### src/rtl/pong_round_ctrl.sv
// pong_round_ctrl: pong game state machine, score keeping and ball gating
module pong_round_ctrl #(
  parameter logic [3:0] WIN_SCORE   = 4'd7,
  parameter logic [7:0] SERVE_TICKS = 8'd8,
  parameter logic [7:0] POINT_TICKS = 8'd16
) (
  input  logic        CLK,
  input  logic        RSTn,
  input  logic        tick,
  input  logic        start_btn,
  input  logic        miss_top,
  input  logic        miss_bottom,
  output logic        ball_run,
  output logic        ball_load,
  output logic        serve_side,
  output logic [3:0]  score1,
  output logic [3:0]  score2,
  output logic [13:0] score_disp,
  output logic [1:0]  winner,
  output logic [2:0]  state
);
  typedef enum logic [2:0] {IDLE = 3'd0, SERVE = 3'd1, RALLY = 3'd2, PAUSE = 3'd3, POINT = 3'd4, OVER = 3'd5} state_t;
  state_t      r_state, w_next;
  logic [2:0]  r_sync;
  logic [7:0]  r_cnt;
  logic [3:0]  r_s1, r_s2, w_s1, w_s2;
  logic [1:0]  r_win, w_win;
  logic        r_side, w_side, r_load, w_start;
  logic [13:0] r_disp;
  assign w_start    = r_sync[1] & ~r_sync[2];
  assign ball_run   = (r_state == RALLY);
  assign ball_load  = r_load;
  assign serve_side = r_side;
  assign score1     = r_s1;
  assign score2     = r_s2;
  assign score_disp = r_disp;
  assign winner     = r_win;
  assign state      = r_state;
  // next state plus the score/winner/serve-side values to commit on this edge
  always_comb begin
    w_next = r_state;
    w_s1   = r_s1;
    w_s2   = r_s2;
    w_win  = r_win;
    w_side = r_side;
    case (r_state)
      IDLE:  if (w_start) w_next = SERVE;
      SERVE: if (tick && r_cnt == SERVE_TICKS - 8'd1) w_next = RALLY;
      RALLY: begin
        if (miss_top) begin
          w_s1   = r_s1 + 4'd1;
          w_side = 1'b1;
          w_next = (w_s1 == WIN_SCORE) ? OVER : POINT;
          w_win  = (w_s1 == WIN_SCORE) ? 2'b01 : r_win;
        end else if (miss_bottom) begin
          w_s2   = r_s2 + 4'd1;
          w_side = 1'b0;
          w_next = (w_s2 == WIN_SCORE) ? OVER : POINT;
          w_win  = (w_s2 == WIN_SCORE) ? 2'b10 : r_win;
        end else if (w_start) w_next = PAUSE;
      end
      PAUSE: if (w_start) w_next = RALLY;
      POINT: if (tick && r_cnt == POINT_TICKS - 8'd1) w_next = SERVE;
      OVER: begin
        if (w_start) begin
          w_next = SERVE;
          w_s1   = 4'd0;
          w_s2   = 4'd0;
          w_win  = 2'b00;
          w_side = 1'b0;
        end
      end
      default: w_next = IDLE;
    endcase
  end
  // state, scores, button synchronizer, tick counter and display register
  always_ff @(posedge CLK or negedge RSTn) begin
    if (!RSTn) begin
      r_state <= IDLE;
      r_sync  <= 3'd0;
      r_cnt   <= 8'd0;
      r_s1    <= 4'd0;
      r_s2    <= 4'd0;
      r_win   <= 2'b00;
      r_side  <= 1'b0;
      r_load  <= 1'b0;
      r_disp  <= 14'd0;
    end else begin
      r_state <= w_next;
      r_sync  <= {r_sync[1:0], start_btn};
      r_cnt   <= (w_next != r_state) ? 8'd0 : (tick ? r_cnt + 8'd1 : r_cnt);
      r_s1    <= w_s1;
      r_s2    <= w_s2;
      r_win   <= w_win;
      r_side  <= w_side;
      r_load  <= (w_next == SERVE) && (r_state != SERVE);
      r_disp  <= {10'd0, r_s1} * 14'd100 + {10'd0, r_s2};
    end
  end
endmodule

### config.mk
export PLATFORM = sky130hd
export DESIGN_NAME = pong_round_ctrl
export DESIGN_NICKNAME = d
export VERILOG_FILES = /design/src/rtl/pong_round_ctrl.sv
export SDC_FILE = /design/constraint.sdc
export NUM_CORES = 1
export LEC_CHECK = 0
export CAP_MARGIN = 10
export CORE_AREA = 5 5 83 85
export DETAILED_ROUTE_END_ITERATION = 16
export DIE_AREA = 0 0 88 90
export GPL_TIMING_DRIVEN = 0
export SETUP_SLACK_MARGIN = 0.02
export SYNTH_ARGS = -nofsm -noshare
export SYNTH_HDL_FRONTEND = slang
export SYNTH_SLANG_ARGS = --single-unit
### constraint.sdc
create_clock -name CLK -period 2.8 [get_ports CLK]
set_clock_uncertainty 0.05 [all_clocks]
set_input_delay 0.56 -clock CLK [delete_from_list [all_inputs] [get_ports CLK]]
set_output_delay 0.56 -clock CLK [all_outputs]
set_load 0.01 [all_outputs]
==> results of run 1 <==
[placed cells by master, fill, tap and decap left out, types with 3 or more instances in the layout]
cell type        count
nand2b_1             4
clkdlybuf4s50_1     30
or3_1                7
o21ai_0             16
xnor2_1              6
nand4_1              5
clkbuf_1             7
nor2_1              14
xor2_1               9
nor3_1               3
ha_1                16
dfrtp_1             37
nand2_1             24
buf_2                3
a21oi_1             12
o211ai_1             4
clkbuf_8             6
nand3_1             18
mux2i_1             10
inv_1               16
[power by group]
group | internal (W) | switching [W] | leakage, nW | total (W)
Sequential | 0.000617 | 0.0000657 | 0.512 | 0.000683
Combinational | 0.000246 | 0.000274 | 0.703 | 0.000520
Clock | 0.000380 | 0.000200 | 0.0714 | 0.000580
Total | 0.00124 | 0.000539 | 1.29 | 0.00178
[metal layers]
metal / track usage / wire, um
met1: 0.191 / 2540
met2: 0.203 / 2220
met3: 0.0347 / 223
met4: 0.0512 / 78
met5: 0 / 0
[cells by family after synthesis]
kind of cell | synth area share
AND/OR/NAND/NOR | 0.200
AO/OA/AOI/OAI | 0.130
flip-flops | 0.407
buffers and inverters | 0.0589
adder cells (fa/ha/maj) | 0.103
XOR/XNOR | 0.0563
multiplexers | 0.0429
other | 0.00161
[worst max path at each step]
stage / start / end / slack, ns / cells after the start
6_report: score1[0] / score_disp[10] / 0.27 / 9
5_1_grt: score1[0] / score_disp[10] / 0.11 / 9
4_1_cts: score1[0] / score_disp[10] / 0.16 / 9
2_1_floorplan: score1[0] / score_disp[10] / 0.35 / 9
3_5_place_dp: score1[0] / score_disp[10] / 0.19 / 9
3_3_place_gp: RSTn / r_cnt[0] / 0.18 / 1
[registers in the layout, summed over array words and instances (netlist names)]
register / cells
score2: 4
winner: 2
state: 3
score1: 4
r_cnt: 8
ball_load: 1
serve_side: 1
r_sync: 3
score_disp: 12
[area by class of cell]
type	instances	area (um^2)
Buffer	13	73.8
Clock buffer	6	82.6
Clock inverter	2	60.1
Fill cell	609	3250
Inverter	17	63.8
Multi-Input combinational cell	180	1250
Sequential cell	38	952
Tap cell	77	96.3
Timing Repair Buffer	31	305
[metrics by stage]
stage,power (W),area [um^2],worst slack [ns],hold slack [ns],cells
4_1_cts,0.00180,2880,0.156,0.305,364
2_1_floorplan,0.00103,2340,0.345,0.214,248
5_1_grt,0.00188,2880,0.113,0.321,364
6_report,0.00178,2880,0.275,0.301,364
3_5_place_dp,0.00121,2740,0.191,0.297,356
3_3_place_gp,0.00120,2750,0.180,0.286,356
[critical path, delay by kind of cell, from the launching register on]
family	cells	cell delay, ns
buffers and inverters	3	0.20
XOR/XNOR	1	0.14
AND/OR/NAND/NOR	2	0.63
adder cells (fa/ha/maj)	3	0.96
flip-flops	1	0.47
==> results.txt, run 1 <==
Layout cells sized above 1 = 0.0801
Count leader, synth = dfrtp_1
Max_cap viols = 0
Worst reg2reg endpoint = score_disp[10]
Layout net count = 310
Max incr delay on CP = 0.48 ns
Final Hold Viols = 0
Post-Syn Area = 0.00233 mm^2
Fin crit share = 0.902
ANT cells = 0
Yosys cell types = 44
Max VDD drop = 0.251 mV
Final ANT Viol Nets = 0
Global route overflow = 0
Setup violations, final = 0
Top FF cell, synth = dfrtp_1
Clk buf depth = 2
Final WL = 5060 um
Crit path DAT = 2.69 ns
Async set-reset flop share out of synthesis = 1.00
Initial DRC count = 90
DRT Pass-1 Iters = 4
Leakage = 1.29 nW
Via count = 1877
Worst Setup End Kind = register
Die Area = 0.00792 mm^2
Slew @ Worst Pin = 0.845 ns
Syn-to-layout area delta = 23.5%
Power density cells = 618 mW/mm^2
Largest net degree at the start of global routing = 39
# IOs = 36
R2R Setup Slk = 0.27 ns
Initial antenna violation count = 0
Drt drc = 0
CTS tree = yes
R2R Path Start = score1[0]
Status = complete, no violations
Setup_tns = 0 ns
Horiz. Die Dim = 88 um
Fmax = 0.396 GHz
Number of hold buffers added after cts = 0
Hold Crit Class = reg -> reg
Hold Path Depth = 0
Core area = 0.00613 mm^2
Clk_lat worst skew = 0.29 ns
First-pass GRT wire length = 8510 um
CP startpoint kind = register
Hold path start = r_sync[0]
Max FO, Critical Path = 11
Initial core utilization = 0.381
Setup Buffers After CTS = 0
Critical Path Most Common Cell = inv_1
Cell row count = 29
# port buffers = 31
H-tree levels = 2
R2R cell count = 9
Slew headroom = 0.436
Final-report max-slew violation count = 0
Final worst path period need = 2.53 ns
Synth cell count leaders = 38 x dfrtp_1, 24 x nand2_1, 18 x nand3_1
Final GP Congestion = 0.781
Aggregate global-route resource usage = 0.137
Hold endpoint = r_sync[1]
Critical-path cell list = inv_1 -> ha_1 -> inv_1 -> ha_1 -> inv_1 -> fa_1 -> or3_1 -> nor3_1 -> xnor2_1
Post-synth EDFFs = 0
Synth area leader = dfrtp_1
Slowest-stage cell, CP = fa_1
Clock sink total = 38
Critical Path RT = 2.96 ns
Routed length per instance = 13.9 um
Vias in the first global route = 1734
Post-synth top area share = 0.407
Die H = 90 um
WS Path Type = reg -> reg
Synth area leaders = dfrtp_1 41%, ha_1 8.6%, mux2i_1 4.3%
Root Driver = clkbuf_8
Utilization after layout = 0.470
RSZ-0062 raised after global routing = false
Synthesis Warnings = 0
CTS Buf Count = 5
Avg Inst Size Synth = 9.45 um^2
Vias per cell = 5.16
Yosys reg bits = 38
Sequential-to-total area share from yosys stat = 0.407
Resized cells post-CTS = 0
Post-DP HPWL = 3630 um
Clk slew on worst S/H paths = 0.08 ns
Cell count after synthesis = 247
No activity file was read; power rests on OpenSTA's default activity.
==> run 2, diff against run 1 <==
CORE_AREA = 5 5 72 74   (was 5 5 83 85)
DIE_AREA = 0 0 77 79   (was 0 0 88 90)
PLACE_DENSITY = 0.78   (was default)
==> run 2 against run 1 <==
Via count up 2.9%. Global-route usage up 4.8 points. Hold slack better by 0.0037 ns. First-iteration DRC count up 38%. Non-clock buffer count unchanged. Clock power about the same. Flip-flop and latch count unchanged. Combinational power up 1%. Fmax down 2.2%. Sequential power about the same. Die area down 23%. Critical endpoint unchanged. Largest cell class unchanged. Largest power group unchanged.
==> results.txt, run 2 (synthesized netlist as in run 1, its figures left out) <==
First-pass GRT wire length = 9170 um
Final WL = 5260 um
Fin crit share = 0.922
Max_cap viols = 0
# IOs = 36
Fin area = 0.00286 mm^2
Clk buf depth = 2
Aggregate global-route resource usage = 0.185
Placed cell area = 0.00271 mm^2
Die H = 79 um
Initial DRC count = 124
Core area = 0.00454 mm^2
Final GP Congestion = 0.801
Routed length per instance = 15.4 um
Setup violations, final = 0
Clk slew on worst S/H paths = 0.07 ns
Initial core utilization = 0.515
Post-DP HPWL = 3770 um
Setup Buffers After CTS = 0
Most common cell after layout, fill and taps aside = dfrtp_1
RSZ-0062 raised after global routing = false
Drt drc = 0
Fmax = 0.387 GHz
Setup ws final = 0.218 ns
Layout cells sized above 1 = 0.0801
Vias per cell = 5.66
Resized cells post-CTS = 0
Dpl ws = 0.201 ns
Slew headroom = 0.426
Layout net count = 310
CTS tree = yes
Slew @ Worst Pin = 0.860 ns
DRT Pass-1 Iters = 4
Hold Crit Class = reg -> reg
Syn-to-layout area delta = 22.3%
Max VDD drop = 0.297 mV
Global route overflow = 0
Most frequent cells in the layout = 37 x dfrtp_1, 30 x clkdlybuf4s50_1, 24 x nand2_1
Max FO, Critical Path = 11
Power density cells = 627 mW/mm^2
Horiz. Die Dim = 77 um
CTS Buf Count = 5
Critical Path RT = 2.97 ns
Status = complete, no violations
Final ANT Viol Nets = 0
CP startpoint kind = register
Leakage = 1.29 nW
Crit path DAT = 2.75 ns
# port buffers = 31
WS Path Type = reg -> reg
Root Driver = clkbuf_8
Final Hold Viols = 0
Vias in the first global route = 1963
Final-report max-slew violation count = 0
Max reg flops = 12
Largest net degree at the start of global routing = 39
Worst Setup End Kind = register
Via count = 1931
ANT cells = 0
Setup_tns = 0 ns
Die Area = 0.00608 mm^2
Initial antenna violation count = 0
Cell row count = 25
H-tree levels = 2
Clk_lat worst skew = 0.29 ns
Final worst path period need = 2.58 ns
Number of hold buffers added after cts = 0
Clock sink total = 38
-- run 2: cell counts in the layout (fill, tap and decap cells not counted) --
No cell type changed its count.
-- run 2: where the power goes --
group	leakage, nW	switching (W)	internal, W
Combinational	0.703	0.000279	0.000246
Sequential	0.512	0.0000663	0.000617
Clock	0.0714	0.000202	0.000380
Total	1.29	0.000547	0.00124
-- run 2: per-layer routing --
metal,GRT usage,share of wire
met4,0.0773,0.020
met1,0.241,0.44
met3,0.0397,0.060
met2,0.300,0.48
met5,0,0
-- run 2: per-stage QoR --
stage	power (W)	hold slack, ns	cells	util
after floorplan	0.00103	0.214	248	-
after global placement	0.00120	0.286	333	0.599
after detailed placement	0.00121	0.297	333	0.598
after CTS	0.00180	0.307	341	0.629
after global routing	0.00189	0.321	341	0.630
final	0.00179	0.305	341	0.630
-- run 2: path summary, 6_finish.rpt --
path | from | cells after the start | slack, ns | endpoint
worst max-delay path | score1[0] | 9 | 0.22 | score_disp[10]
worst min-delay path | r_sync[0] | 0 | 0.31 | r_sync[1]
worst max register to register | score1[0] | 9 | 0.22 | score_disp[10]
worst min register to register | r_sync[0] | 0 | 0.31 | r_sync[1]
max in group asynchronous | RSTn | 1 | 1.79 | score1[0]
min in group asynchronous | RSTn | 1 | 0.33 | r_sync[2]
-- run 2: final cells by class --
type,count,area (um^2)
repair buffers,31,305
multi-input cells,180,1250
well taps,54,67.6
clock inverters,2,60.1
plain buffers,13,73.8
inverters,17,63.8
flip-flops and latches,38,952
fillers,367,1680
clock buffers,6,82.6
-- run 2: worst max-delay path, stage by stage (launching register included) --
cell and delay (ns):
dfrtp_2 0.47, inv_1 0.08, ha_1 0.31, inv_1 0.07, ha_1 0.18, inv_1 0.06, fa_1 0.48, or3_1 0.40
nor3_1 0.25, xnor2_1 0.15
==> run 3, diff against run 2 <==
CORE_AREA = 5 5 75 77   (was 5 5 72 74)
CTS_CLUSTER_SIZE = 16   (was default)
DIE_AREA = 0 0 80 82   (was 0 0 77 79)
PLACE_DENSITY = 0.73   (was 0.78)
==> run 3 against run 2 <==
Flip-flop and latch count unchanged. Non-clock buffer count did not move. Sequential share of layout area down 0.26 points. Critical path depth stayed put. Via count decreased by 0.98%. Utilization down 4.8 points. Combinational power fell by 2%. Die area is 7.8% higher. Critical path type unchanged. Critical endpoint unchanged.
==> results.txt, run 3 (synthesized netlist as in run 1, its figures left out) <==
Status = complete, no violations
Critical Path RT = 2.97 ns
Hold Crit Class = reg -> reg
DRT Pass-1 Iters = 4
Initial DRC count = 127
Core area = 0.00494 mm^2
ANT cells = 0
RSZ-0062 raised after global routing = false
Most frequent cells in the layout = 38 x dfrtp_1, 30 x clkdlybuf4s50_1, 24 x nand2_1
Clk buf depth = 2
Cell row count = 26
Most common cell after layout, fill and taps aside = dfrtp_1
Clk_lat worst skew = 0.29 ns
Critical Path Most Common Cell = inv_1
Max incr delay on CP = 0.53 ns
Setup_tns = 0 ns
CTS tree = yes
Root Driver = clkbuf_8
Crit path DAT = 2.75 ns
Die Area = 0.00656 mm^2
CTS Buf Count = 5
Final WL = 5080 um
Final Hold Viols = 0
Die H = 82 um
Drt drc = 0
Fin crit share = 0.923
Max_cap viols = 0
Slew headroom = 0.424
Critical-path cell list = inv_1 -> ha_1 -> inv_1 -> ha_1 -> inv_1 -> fa_1 -> or3_1 -> nor3_1 -> xnor2_1
R2R Path Start = score1[0]
Horiz. Die Dim = 80 um
Slowest-stage cell, CP = dfrtp_1
Final ANT Viol Nets = 0
Clock sink total = 38
Leakage = 1.29 nW
Clk slew on worst S/H paths = 0.08 ns
First-pass GRT wire length = 8730 um
Final-report max-slew violation count = 0
Initial antenna violation count = 0
Syn-to-layout area delta = 23.1%
Resized cells post-CTS = 0
Largest net degree at the start of global routing = 39
Vias per cell = 5.36
Max FO, Critical Path = 11
Global route overflow = 0
H-tree levels = 2
R2R cell count = 9
Routed length per instance = 14.2 um
Final worst path period need = 2.59 ns
Hold_ws = 0.302 ns
Setup Buffers After CTS = 0
Slew @ Worst Pin = 0.863 ns
Number of hold buffers added after cts = 0
Final GP Congestion = 0.840
Setup violations, final = 0
Power density cells = 621 mW/mm^2
Worst reg2reg endpoint = score_disp[10]
Max reg flops = 12
Crit path launch = score1[0]
Layout cells sized above 1 = 0.0767
Fmax = 0.387 GHz
R2R Setup Slk = 0.21 ns
# IOs = 36
# port buffers = 31
Via count = 1912
Aggregate global-route resource usage = 0.171
Vias in the first global route = 1860
Setup crit end = score_disp[10]
Max VDD drop = 0.292 mV
Worst Setup End Kind = register
CP startpoint kind = register
Layout net count = 310
Filler instances = 455
WS Path Type = reg -> reg
Initial core utilization = 0.472
Post-DP HPWL = 3630 um
==> run 3: cell types whose count changed in the layout (fill, tap and decap cells not counted) <==
cell,change
dfrtp_1,+1
dfrtp_2,-1
==> run 3: report_power, final <==
| part | internal (W) | switching, W |
|---|---|---|
| logic | 0.000245 | 0.000271 |
| clock network | 0.000380 | 0.000206 |
| registers | 0.000616 | 0.0000661 |
| total | 0.00124 | 0.000544 |
==> run 3: how the worst min path moves through the flow <==
stage               startpoint        end  slack [ns]  cells after the start
finish               r_sync[0]  r_sync[1]        0.30                      0
global route         r_sync[0]  r_sync[1]        0.31                      0
CTS                  r_sync[0]  r_sync[1]        0.30                      0
detailed placement   r_sync[0]  r_sync[1]        0.29                      0
global placement     r_sync[0]  r_sync[1]        0.29                      0
floorplan                 RSTn  ball_load        0.21                      0
==> run 3: per-layer routing <==
metal / track usage / up-vias / wire (um) / part of all wire
li1: - / 936 / - / -
met1: 0.222 / 915 / 2290 / 0.45
met2: 0.275 / 52 / 2460 / 0.48
met3: 0.0417 / 9 / 260 / 0.051
met4: 0.0642 / 0 / 66 / 0.013
met5: 0 / - / 0 / 0
==> run 3: cell type report <==
| type | instances | area (um^2) | area share |
|---|---|---|---|
| Inverter | 17 | 63.8 | 0.0222 |
| Sequential cell | 38 | 951 | 0.331 |
| Buffer | 13 | 73.8 | 0.0257 |
| Clock inverter | 2 | 60.1 | 0.0209 |
| Tap cell | 70 | 87.6 | 0.0305 |
| Timing Repair Buffer | 31 | 305 | 0.106 |
| Multi-Input combinational cell | 180 | 1250 | 0.435 |
| Clock buffer | 6 | 82.6 | 0.0287 |
==> run 3: through the flow <==
step           utilization  instance area, um^2  instances  worst slack, ns  power, W
2_1_floorplan            -                 2340        248            0.345   0.00103
3_3_place_gp         0.553                 2740        349            0.226   0.00120
3_5_place_dp         0.552                 2730        349            0.238   0.00121
4_1_cts              0.581                 2870        357            0.202   0.00180
5_1_grt              0.581                 2870        357           0.0213   0.00188
6_report             0.581                 2870        357            0.215   0.00178
==> run 3: critical path, delay by kind of cell, from the launching register on <==
kind          cells  cell delay [ns]
fa+ha+maj         3             0.97
simple gates      2             0.62
flops             1             0.53
buf+inv           3             0.21
xor+xnor          1             0.14
